File: src/rtl/hex_page_pkg.sv
// Shared constants, default-depth width typedefs and the page-advance helper
// for the DE2 front-panel snapshot pager.
package hex_page_pkg;

  localparam int unsigned DEFAULT_DEB_CYCLES    = 1_000_000;
  localparam int unsigned DEFAULT_SCROLL_CYCLES = 50_000_000;
  localparam int unsigned DEFAULT_DEPTH         = 4;
  localparam int unsigned PAGE_W                = $clog2(DEFAULT_DEPTH);

  typedef logic [PAGE_W-1:0] page_t;
  typedef logic [PAGE_W:0]   count_t;

  // Next slot in insertion order, wrapping at the number of valid slots.
  function automatic int unsigned next_slot(input int unsigned page,
                                            input int unsigned valid);
    return (page + 1 >= valid) ? 0 : page + 1;
  endfunction

endpackage

File: src/rtl/hex_page_ctrl_key_debounce.sv
// Two-flop synchronizer plus counting debouncer for one active-low pushbutton;
// emits a one-cycle strobe when a press (1->0) is accepted.
module key_debounce
  import hex_page_pkg::*;
#(
  parameter int unsigned DEB_CYCLES = DEFAULT_DEB_CYCLES
) (
  input  logic clk,
  input  logic rst_n,
  input  logic key_n,
  output logic press
);

  localparam int unsigned CW = $clog2(DEB_CYCLES);
  localparam logic [CW-1:0] LAST = CW'(DEB_CYCLES - 1);

  logic          sync1;
  logic          sync2;
  logic          level;
  logic [CW-1:0] cnt;

  always_ff @(posedge clk or negedge rst_n) begin
    if (!rst_n) begin
      sync1 <= 1'b1;
      sync2 <= 1'b1;
      level <= 1'b1;
      cnt   <= '0;
      press <= 1'b0;
    end else begin
      sync1 <= key_n;
      sync2 <= sync1;
      press <= 1'b0;
      if (sync2 == level) begin
        cnt <= '0;
      end else if (cnt == LAST) begin
        cnt   <= '0;
        level <= sync2;
        // Old level high means this acceptance is a press, not a release.
        press <= level;
      end else begin
        cnt <= cnt + CW'(1);
      end
    end
  end

endmodule

File: src/rtl/hex_page_ctrl.sv
// DE2 front-panel controller: debounced store/step keys capture SW snapshots
// into a ring buffer and page through them. Optional macro HEX_PAGE_AUTOSCROLL_EN.
module hex_page_ctrl
  import hex_page_pkg::*;
#(
  parameter int unsigned DEB_CYCLES    = DEFAULT_DEB_CYCLES,
  parameter int unsigned DEPTH         = DEFAULT_DEPTH,
  parameter int unsigned SCROLL_CYCLES = DEFAULT_SCROLL_CYCLES
) (
  input  logic                     CLOCK_50,
  input  logic                     KEY0,
  input  logic                     key_step_n,
  input  logic                     key_store_n,
  input  logic [15:0]              sw_data,
  output logic [15:0]              disp_value,
  output logic [7:0]               lcd_hi,
  output logic [7:0]               lcd_lo,
  output logic [$clog2(DEPTH)-1:0] page_idx,
  output logic [$clog2(DEPTH):0]   count,
  output logic                     full,
  output logic                     store_pulse
);

  localparam int unsigned PW = $clog2(DEPTH);
  localparam int unsigned CW = PW + 1;

  logic          step_press;
  logic          store_press;
  logic          auto_ev;
  logic          step_ev;
  logic [PW-1:0] wr_ptr;
  logic [15:0]   mem [DEPTH];

  key_debounce #(.DEB_CYCLES(DEB_CYCLES)) u_step_deb (
    .clk   (CLOCK_50),
    .rst_n (KEY0),
    .key_n (key_step_n),
    .press (step_press)
  );

  key_debounce #(.DEB_CYCLES(DEB_CYCLES)) u_store_deb (
    .clk   (CLOCK_50),
    .rst_n (KEY0),
    .key_n (key_store_n),
    .press (store_press)
  );

`ifdef HEX_PAGE_AUTOSCROLL_EN
  localparam int unsigned SCW = $clog2(SCROLL_CYCLES + 1);
  localparam logic [SCW-1:0] SCROLL_LAST = SCW'(SCROLL_CYCLES - 1);

  logic [SCW-1:0] scroll_cnt;

  always_ff @(posedge CLOCK_50 or negedge KEY0) begin
    if (!KEY0) begin
      scroll_cnt <= '0;
    end else if (store_press || step_press || count < CW'(2)) begin
      scroll_cnt <= '0;
    end else if (scroll_cnt == SCROLL_LAST) begin
      scroll_cnt <= '0;
    end else begin
      scroll_cnt <= scroll_cnt + SCW'(1);
    end
  end

  assign auto_ev = (scroll_cnt == SCROLL_LAST) && (count >= CW'(2))
                   && !store_press && !step_press;
`else
  assign auto_ev = 1'b0 & (SCROLL_CYCLES == 0);
`endif

  // A store in the same cycle wins; the step is dropped entirely.
  assign step_ev = (step_press | auto_ev) & ~store_press;

  always_ff @(posedge CLOCK_50 or negedge KEY0) begin
    if (!KEY0) begin
      wr_ptr      <= '0;
      page_idx    <= '0;
      count       <= '0;
      store_pulse <= 1'b0;
    end else begin
      store_pulse <= store_press;
      if (store_press) begin
        page_idx <= wr_ptr;
        wr_ptr   <= wr_ptr + PW'(1);
        if (!full) count <= count + CW'(1);
      end else if (step_ev && count != '0) begin
        page_idx <= PW'(next_slot(32'(page_idx), 32'(count)));
      end
    end
  end

  always_ff @(posedge CLOCK_50) begin
    if (store_press) mem[wr_ptr] <= sw_data;
  end

  assign full       = (count == CW'(DEPTH));
  assign disp_value = (count == '0) ? 16'h0000 : mem[page_idx];
  assign lcd_hi     = disp_value[15:8];
  assign lcd_lo     = disp_value[7:0];

endmodule
File: config.mk
export PLATFORM = sky130hd
export DESIGN_NAME = hex_page_ctrl
export DESIGN_NICKNAME = d
export VERILOG_FILES = /design/src/rtl/hex_page_pkg.sv /design/src/rtl/hex_page_ctrl_key_debounce.sv /design/src/rtl/hex_page_ctrl.sv
export SDC_FILE = /design/constraint.sdc
export NUM_CORES = 1
export LEC_CHECK = 0
export CORE_MARGIN = 2
export CORE_UTILIZATION = 55
export DETAILED_ROUTE_END_ITERATION = 7
export PLACE_DENSITY = 0.86
export SLEW_MARGIN = 10
export SYNTH_ARGS = -nofsm -noshare
export SYNTH_HDL_FRONTEND = slang
export SYNTH_SLANG_ARGS = --single-unit
File: constraint.sdc
create_clock -name CLOCK_50 -period 2.9 [get_ports CLOCK_50]
set_clock_uncertainty 0.15 [all_clocks]
set_input_delay 0.58 -clock CLOCK_50 [delete_from_list [all_inputs] [get_ports CLOCK_50]]
set_output_delay 0.58 -clock CLOCK_50 [all_outputs]
set_load 0.005 [all_outputs]
* Word level (Yosys, flattened, before mapping)
Memories as Yosys holds them, arrays and structs flattened. Index checks and enable logic that the tools add are counted.
Operators by class: $add $sub $neg 5, order comparisons 1, eq/ne operators 5, muxes and demuxes 14, bitwise gates (word level) 5, reduce and logical (&&, ||, !) cells 7
Operators with widths (count):
- 20-bit two-way mux | 4
- 20-bit by 1-bit adder with 20-bit output, second input constant | 2
- 20-bit == test, second input constant | 2
- 16-bit two-way mux | 1
- 1-bit two-way mux | 6
- 2-bit two-way mux | 3
- 2-bit AND reduction | 3
- 1-bit NOT | 4
- 2-bit by 1-bit adder with 3-bit output, second input constant | 1
- 3-bit by 1-bit adder with 3-bit output, second input constant | 1
- 3-bit == test, second input constant | 1
- 3-bit greater-or-equal comparator | 1
- 3-bit zero test | 1
- 3-bit nonzero test | 1
- 2-bit by 1-bit adder with 2-bit output, second input constant | 1
- 1-bit == test | 2
- 2-bit nonzero test | 1
- 1-bit AND | 1
- 1-bit logical AND | 1
Storage, ports and cells: register bits after elaboration 56, bits in writable memories 64, input port bits 20, output and inout port bits 39, word-level logic and storage cells 52, memories 1
Memories:
- mem | depth 4, bits a word 16, read ports 1, clocked after Yosys merged registers in 0, wr ports 1, RTL line hex_page_ctrl.sv:32 | logic [15:0] mem [DEPTH];

* Longest topological paths before layout
Gate-level depths: netlist (run 1).
depth after elaboration 5, depth in mapped cells 7, mapped depth without buffers 6

* By module
Synthesis (run 1) repeated with hierarchy kept, for this count alone.
Second synthesis, totals: cell total of the unflattened synthesis 406, area total of the unflattened synthesis 5396.4 µm²
Modules (own cells, without submodules):
- hex_page_ctrl | instances 1, cells an instance 174, area an instance 3116.7 µm², seq. area each 2122.0 µm²
- key_debounce | instances 2, cells an instance 116, area an instance 1139.8 µm², seq. area each 604.3 µm²

* Least setup slack after synthesis (run 1)
Ideal clock, no wire load.
kind register to output, start reg page_idx[0], end out lcd_hi[0], arrival 1777 ps, required time 2170 ps, setup slack 393 ps, cell stages (with the launch flop) 6, path buffers 3, path through dfrtp_1 -> buf_2 -> buf_2 -> mux4_2 -> nor2b_1 -> buf_4
Between the ends: cells in the longest elaborated chain, start to end 2
Ends and longest elaborated chain:
- from (decl) | RTL line hex_page_ctrl.sv:18 | output logic [$clog2(DEPTH)-1:0] page_idx,
- from (signal assigned) | RTL line hex_page_ctrl.sv:84 | page_idx <= wr_ptr;
- from (signal assigned) | RTL line hex_page_ctrl.sv:88 | page_idx <= PW'(next_slot(32'(page_idx), 32'(count)));
- memory read 4 x 16 bit
- 16-bit two-way mux | RTL line hex_page_ctrl.sv:98 | assign disp_value = (count == '0) ? 16'h0000 : mem[page_idx];
- to (decl) | RTL line hex_page_ctrl.sv:16 | output logic [7:0] lcd_hi,
Every way passes these cells.

* Worst setup path in the final report (run 1)
start reg page_idx[0], end out lcd_lo[7]
Between the ends: cells in the longest elaborated chain, start to end 2
Ends and longest elaborated chain:
- memory read 4 x 16 bit
- 16-bit two-way mux | RTL line hex_page_ctrl.sv:98
- to (decl) | RTL line hex_page_ctrl.sv:17 | output logic [7:0] lcd_lo,
Every way passes these cells.

==> qor.yml, run 1 <==
dp_hpwl_um: 6554
crit_path_start_kind: "flop"
critPathKind: "flop to output pin"
worstSetupEndpointType: "output pin"
worst_ep_required_time_ps: 2170
yosys_warnings: 0
crit_arrival_ps: 2170
outcome: "completed"
power_density_nw_per_um2: 585.9
cts_buffers: 17
yosysMostFrequentCell: "edfxtp_1"
overflow: 0
path_buf_inv: 2
dieArea_sq_um: 10520
firstDrtPassIters: 4
cts_num_sinks: 120
crit_chain: "buf_12, mux4_2, nor2b_1, clkdlybuf4s50_1"
final_layout_size_suffix_gt1_frac: 0.1811
synth_cell_types: 46
netlist.top_cell.by_area: "edfxtp_1"
finalCritPeriodShare: 0.9992
maxCapViolations: 0
htreeDepth: 4
setup_viol: 0
grt_pass1_vias: 3525
cts_root_buffer: "clkbuf_8"
yosys_most_used_dff: "edfxtp_1"
holdCritPathClass: "flop to flop"
grt_setup_unrepaired: "true"
total_power_mw: 3.895
yosysSeqAreaShare: 0.6236
cpLargestDelayFamily: "buffers and inverters"
pre_cts_ws_ps: -145.2
fmax_mhz: 345.1
synth_top_area_share: 0.3598
fin_tns_setup_ps: 0
grt_use_total: 0.2159
place_congestion: 0.7728
drtIter0Drc: 174
detail_route.wirelength_um: 10900
path_clk_slew_ps: 60
detail-route-antenna-nets: 0
finalWorstPathRequiredPeriod_ps: 2898
slew_headroom: 0.4317
regToRegSetupSlack_ps: 580
start_util: 0.5726
synth_edf_count: 64
yosys_register_bits: 120
io_pins: 59
die_w_um: 102.5
grt_pass1_wl_um: 17120
syn_avg_cell_area_sq_um: 13.42
synth_area_sq_um: 5341
wl_per_cell_um: 18.05
synthTopCellsByArea: "edfxtp_1 36%, dfrtp_1 23%, mux4_2 6.7%, dfstp_2 3.0%, ha_1 2.8%"
io_buffer_count: 58
synth_common_cells: "64 x edfxtp_1, 50 x dfrtp_1, 29 x nor2_1, 18 x nor2b_1"
layout_setup_ws_ps: 2.318
crit_slowest_cell: "mux4_2"
peakVddDrop_v: 0.0003729
via_per_inst: 5.646
slowest_delay_ps: 500
cts_tree: "yes"
clock_latency_ps: 510
drc: 0
synthToLayoutAreaGrowth_pct: 24.46
async_flop_share: 0.4667
layout.cells.non_filler: 604
power.leakage_nw: 2.678
insertedDiodeCount: 0
hold_violations: 0
cp_max_fo: 4
clock_path_buffers: 2
layout.nets: 495
die_y_um: 102.5
placed_cells: 565
rows: 35
vias: 3410
antenna_found_initial: 0
syn_inst: 398
grt_max_degree: 23
tightest_slew_ps: 852.4
coreArea_sq_um: 9328
drv_slew: 0
synth_fp_nets: 430
## power by group
| part | switching (mW) | internal, mW |
|---|---|---|
| Sequential | 0.0101 | 1.81 |
| Combinational | 0.0449 | 0.0350 |
| Clock | 0.772 | 1.22 |
## final timing paths
check,start,cells past startpoint,to
worst max-delay path,page_idx[0],4,lcd_lo[7]
worst min-delay path,u_step_deb.sync1,0,u_step_deb.sync2
worst max register to register,u_store_deb.cnt[0],5,u_store_deb.cnt[18]
worst min register to register,u_step_deb.sync1,0,u_step_deb.sync2
max in group asynchronous,KEY0,3,u_store_deb.sync2
min in group asynchronous,KEY0,2,u_step_deb.cnt[6]
## area by class of cell
class                           count  area [sq um]
Fill cell                         595          2680
Inverter                           16         60.06
Clock buffer                       17         414.1
Multi-Input combinational cell    232          1783
Timing Repair Buffer               76         747.0
Tap cell                          129         161.4
Sequential cell                   120          3332
Clock inverter                     14         150.1
## metrics by stage
stage	cell area [sq um]	hold WS, ps	utilization
3_5_place_dp	5988	198.4	0.6420
5_1_grt	6648	212.5	0.7127
6_report	6648	205.8	0.7127
3_3_place_gp	5988	198.9	0.6420
2_1_floorplan	5341	134.4	-
4_1_cts	6580	206.6	0.7054
## flip-flops by register name, indices dropped and copies added, names as in the netlist, 2 cells and up
signal and flops:
count 3, mem 64, page_idx 2, u_step_deb.cnt 20
u_store_deb.cnt 20, wr_ptr 2
## layout by cell type (no fill, tap or decap), types with 2 or more instances in the layout
cell	instances
edfxtp_1	64
dfrtp_1	49
nor2_1	29
clkdlybuf4s50_1	27
dlygate4sd2_1	23
nand3_1	17
a21oi_1	17
inv_1	16
mux4_2	16
nor2b_1	16
clkbuf_16	16
xnor2_1	14
nand2_1	13
xor2_1	12
ha_1	12
buf_4	12
o21ai_0	10
or4_1	9
and2_1	8
nor3_1	7
dlymetal6s2s_1	7
o31ai_1	6
dfstp_2	6
nand4_1	5
nand2b_1	4
nor4_1	4
or3_2	3
and4_1	3
nor4b_1	3
clkinv_4	3
inv_6	3
clkinv_2	3
clkinvlp_4	3
buf_12	3
or3_1	2
a22oi_1	2
mux2_2	2
bufinv_16	2
buf_6	2
## cell families (layout without fill, tap and decap cells)
logic type / Yosys count / count (layout) / share of synthesized area
multiplexers: 18 / 18 / 0.07168
flip-flops: 120 / 120 / 0.6236
AND/OR/NAND/NOR: 135 / 135 / 0.1438
adder cells (fa/ha/maj): 12 / 12 / 0.02811
buffers and inverters: 46 / 123 / 0.04545
XOR/XNOR: 26 / 26 / 0.04263
AO/OA/AOI/OAI: 41 / 41 / 0.04474
## repair_timing
action | 4_1_cts | 5_1_grt
endpoints found under the hold margin | 11 | 0
setup endpoints to repair | 32 | 9
hold buffers | 1 | 0
setup buffers | 3 | 4
resized for setup | 27 | 9
## layer usage
metal,part of all wire,vias to the layer above,track usage
met1,0.41,1701,0.2588
met5,0,-,0
li1,-,1576,-
met2,0.53,123,0.3881
met3,0.053,10,0.05763
met4,0.0066,0,0.05641
No activity file was read; power rests on OpenSTA's default activity.
==> run 2, diff against run 1 <==
--- a/config.mk
+++ b/config.mk
@@ -9,7 +9,7 @@
 export CORE_UTILIZATION = 55
 export DETAILED_ROUTE_END_ITERATION = 7
 export PLACE_DENSITY = 0.86
-export SLEW_MARGIN = 10
+export SLEW_MARGIN = 40
 export SYNTH_ARGS = -nofsm -noshare
 export SYNTH_HDL_FRONTEND = slang
 export SYNTH_SLANG_ARGS = --single-unit
==> qor.yml, run 2 (synthesized netlist as in run 1, its figures left out) <==
via_per_inst: 5.580
cts_tree: "yes"
grt_use_total: 0.2080
grt_pass1_wl_um: 16540
detail_route.wirelength_um: 10450
grt_max_degree: 23
timing.hold.ws_ps: 206.5
power_density_nw_per_um2: 579.9
io_buffer_count: 58
layout.nets: 498
start_util: 0.5726
clock_latency_ps: 510
placed_cells: 565
largestRegisters: "mem x64, u_step_deb.cnt x20, u_store_deb.cnt x20"
grt_pass1_vias: 3477
clock_path_buffers: 2
critPathKind: "flop to output pin"
layout.cells.non_filler: 607
final_layout_size_suffix_gt1_frac: 0.1925
hold_start: "u_step_deb.sync1"
place_congestion: 0.7728
finalCritPeriodShare: 0.9750
worst_ep_required_time_ps: 2170
path_clk_slew_ps: 60
detail-route-antenna-nets: 0
slowest_delay_ps: 500
maxCapViolations: 0
regToRegSetupSlack_ps: 580
firstDrtPassIters: 4
rows: 35
slew_headroom: 0.6940
cp_max_fo: 4
reg2reg_to: "u_store_deb.cnt[18]"
vias: 3387
crit_path_start_kind: "flop"
pre_cts_ws_ps: 229.3
crit_chain: "buf_12, buf_4, mux4_2, nor2b_1, dlygate4sd2_1"
peakVddDrop_v: 0.0004819
dp_hpwl_um: 6515
min_to: "u_step_deb.sync2"
outcome: "completed"
die_w_um: 102.5
total_power_mw: 3.874
finalWorstPathRequiredPeriod_ps: 2827
overflow: 0
r2r_start: "u_store_deb.cnt[0]"
drv_slew: 0
wl_per_cell_um: 17.21
largest_reg_flops: 64
die_y_um: 102.5
htreeDepth: 4
antenna_found_initial: 0
fmax_mhz: 353.7
path_buf_inv: 3
layout_commonest_cell: "edfxtp_1"
drc: 0
tightest_slew_ps: 459.1
layout_common_cells: "64 x edfxtp_1, 49 x dfrtp_1, 29 x nor2_1, 25 x clkdlybuf4s50_1, 25 x dlygate4sd2_1"
coreArea_sq_um: 9328
insertedDiodeCount: 0
holdCritPathClass: "flop to flop"
setup_viol: 0
cts_buffers: 17
crit_slowest_cell: "mux4_2"
drtIter0Drc: 189
worstSetupEndpointType: "output pin"
hold_depth: 0
r2r.worst_path.cells: 5
worst-path-stages: 5
crit_arrival_ps: 2100
synthToLayoutAreaGrowth_pct: 25.06
io_pins: 59
dieArea_sq_um: 10520
cpLargestDelayFamily: "buffers and inverters"
top_register: "mem"
cts_root_buffer: "clkbuf_8"
cts_num_sinks: 120
hold_violations: 0
power.leakage_nw: 2.709
layout_setup_ws_ps: 72.58
run 2: metrics by stage:
step                cell area [sq um]  setup TNS, ps  utilization
floorplan                        5341              0            -
global placement                 5988              0       0.6420
detailed placement               5991              0       0.6423
CTS                              6591         -147.5       0.7066
global route                     6680         -8.859       0.7162
finish                           6680              0       0.7162
run 2: how the worst max path moves through the flow:
stage | startpoint | endpoint | slack, ps
floorplan | page_idx[0] | lcd_hi[0] | 390
global placement | count[1] | lcd_hi[5] | 20
detailed placement | count[1] | lcd_lo[2] | 230
CTS | page_idx[0] | lcd_lo[7] | -70
global route | page_idx[0] | disp_value[5] | -8
finish | page_idx[0] | disp_value[5] | 70
run 2: what timing repair did:
action                                  CTS  global route
endpoints found under the setup margin   32             7
gates resized for setup                  27            11
setup buffers                             5             4
pin swaps                                 0             0
endpoints found under the hold margin    11             0
hold buffers                              1             0
run 2: report_power, final:
part	leakage (nW)	switching [mW]	total [mW]	internal [mW]
combinational	1.10	0.0446	0.0796	0.0350
sequential	1.33	0.0101	1.82	1.81
clock	0.274	0.752	1.97	1.22
total	2.71	0.807	3.87	3.07
run 2: layer usage:
layer,vias up,track usage,wire length (um)
met4,0,0.07077,98
met2,94,0.3565,5487
met5,-,0,0
li1,1577,-,-
met3,12,0.05153,464
met1,1704,0.2609,4399
run 2: final cells by class:
cell class,count,area (sq um)
inverter,16,60.06
clock buffer,17,414.1
multi-input combinational,232,1787
tap,129,161.4
clock inverter,14,151.4
fill,593,2648
timing repair buffer,79,774.5
sequential,120,3332
run 2: worst register-to-register path, stage by stage (launching register included):
cell     delay [ps]
dfrtp_1         410
ha_1            260
nand2_1         100
or4_1           650
or4_4           530
a21oi_2         140
==> run 3, diff against run 2 <==
--- a/config.mk
+++ b/config.mk
@@ -7,9 +7,11 @@
 export LEC_CHECK = 0
 export CORE_MARGIN = 2
 export CORE_UTILIZATION = 55
+export CTS_CLUSTER_DIAMETER = 50
 export DETAILED_ROUTE_END_ITERATION = 7
 export PLACE_DENSITY = 0.86
 export SLEW_MARGIN = 40
 export SYNTH_ARGS = -nofsm -noshare
 export SYNTH_HDL_FRONTEND = slang
 export SYNTH_SLANG_ARGS = --single-unit
+export TNS_END_PERCENT = 10
==> qor.yml, run 3 (synthesized netlist as in run 1, its figures left out) <==
wl_per_cell_um: 17.19
outcome: "completed"
layout.cells.non_filler: 606
critPathKind: "flop to output pin"
grt_setup_unrepaired: "true"
detail_route.wirelength_um: 10420
layout_setup_ws_ps: 21.67
final_layout_size_suffix_gt1_frac: 0.1887
timing.hold.ws_ps: 206.5
cts_buffers: 17
largest_reg_flops: 64
overflow: 0
layout_common_cells: "64 x edfxtp_1, 49 x dfrtp_1, 29 x nor2_1, 26 x clkdlybuf4s50_1, 25 x dlygate4sd2_1"
layout.nets: 497
power.leakage_nw: 2.683
fin_util: 0.7144
crit_arrival_ps: 2150
htreeDepth: 4
reg2reg_to: "u_store_deb.cnt[18]"
drv_slew: 0
crit_end: "lcd_lo[7]"
setup_viol: 0
grt_pass1_vias: 3477
io_buffer_count: 58
regToRegSetupSlack_ps: 580
die_w_um: 102.5
maxCapViolations: 0
antenna_found_initial: 0
r2r_start: "u_store_deb.cnt[0]"
die_y_um: 102.5
grt_max_degree: 23
drtIter0Drc: 156
clock_path_buffers: 2
via_per_inst: 5.564
peakVddDrop_v: 0.0004601
drc: 0
cts_num_sinks: 120
pre_cts_ws_ps: 229.3
insertedDiodeCount: 0
layout_commonest_cell: "edfxtp_1"
place_congestion: 0.7728
placed_cells: 565
start_util: 0.5726
dp_hpwl_um: 6515
r2r.worst_path.cells: 5
tightest_slew_ps: 480.1
slew_headroom: 0.6799
detail-route-antenna-nets: 0
hold_violations: 0
vias: 3372
power_density_nw_per_um2: 580.5
cp_max_fo: 4
io_pins: 59
grt_pass1_wl_um: 16540
cp-startpoint: "page_idx[0]"
rows: 35
firstDrtPassIters: 4
finalWorstPathRequiredPeriod_ps: 2878
synthToLayoutAreaGrowth_pct: 24.76
worst_ep_required_time_ps: 2170
dieArea_sq_um: 10520
coreArea_sq_um: 9328
grt_use_total: 0.2080
largestRegisters: "mem x64, u_step_deb.cnt x20, u_store_deb.cnt x20"
fmax_mhz: 347.4
worstSetupEndpointType: "output pin"
clock_latency_ps: 510
finalCritPeriodShare: 0.9925
path_clk_slew_ps: 60
cts_root_buffer: "clkbuf_8"
cts_tree: "yes"
top_register: "mem"
holdCritPathClass: "flop to flop"
crit_path_start_kind: "flop"
[run 3: worst min path at each step]
stage	from	endpoint	cells past startpoint
6_report	u_step_deb.sync1	u_step_deb.sync2	0
5_1_grt	u_step_deb.sync1	u_step_deb.sync2	0
4_1_cts	u_step_deb.sync1	u_step_deb.sync2	0
3_5_place_dp	u_step_deb.sync1	u_step_deb.sync2	0
3_3_place_gp	u_store_deb.sync1	u_store_deb.sync2	0
2_1_floorplan	KEY0	count[0]	0
[run 3: power by group]
part,switching [mW],internal [mW]
clock network,0.746,1.22
logic,0.0444,0.0350
registers,0.0101,1.81
total,0.801,3.07
[run 3: timing repair]
action / 4_1_cts / 5_1_grt
hold buffers: 1 / 0
setup endpoints to repair: 32 / 7
hold endpoints to repair: 11 / 0
setup buffers: 5 / 3
gates resized for setup: 27 / 8
[run 3: per-stage QoR]
| step | cell area (sq um) | setup TNS, ps | power, mW |
|---|---|---|---|
| 4_1_cts | 6591 | -147.5 | 3.898 |
| 2_1_floorplan | 5341 | 0 | 1.872 |
| 3_3_place_gp | 5988 | 0 | 1.928 |
| 6_report | 6664 | 0 | 3.868 |
| 5_1_grt | 6664 | -82.75 | 3.995 |
| 3_5_place_dp | 5991 | 0 | 1.932 |
[run 3: worst max-delay path: stages, from the launching register on]
cell	delay, ps
dfrtp_2	420
buf_12	130
mux4_2	490
nor2b_1	160
clkdlybuf4s50_1	440
[run 3: area by class of cell]
type | count | area, sq um
clock buffers | 17 | 414.1
clock inverters | 14 | 151.4
fillers | 599 | 2664
inverters | 16 | 60.06
multi-input cells | 232 | 1784
flip-flops and latches | 120 | 3332
well taps | 129 | 161.4
repair buffers | 78 | 760.7
[run 3: layer usage]
layer  track usage  vias up  wire (um)
li1              -     1575          -
met1        0.2609     1676       4377
met2        0.3565      109       5442
met3       0.05153       12        499
met4       0.07077        0        100
met5             0        -          0
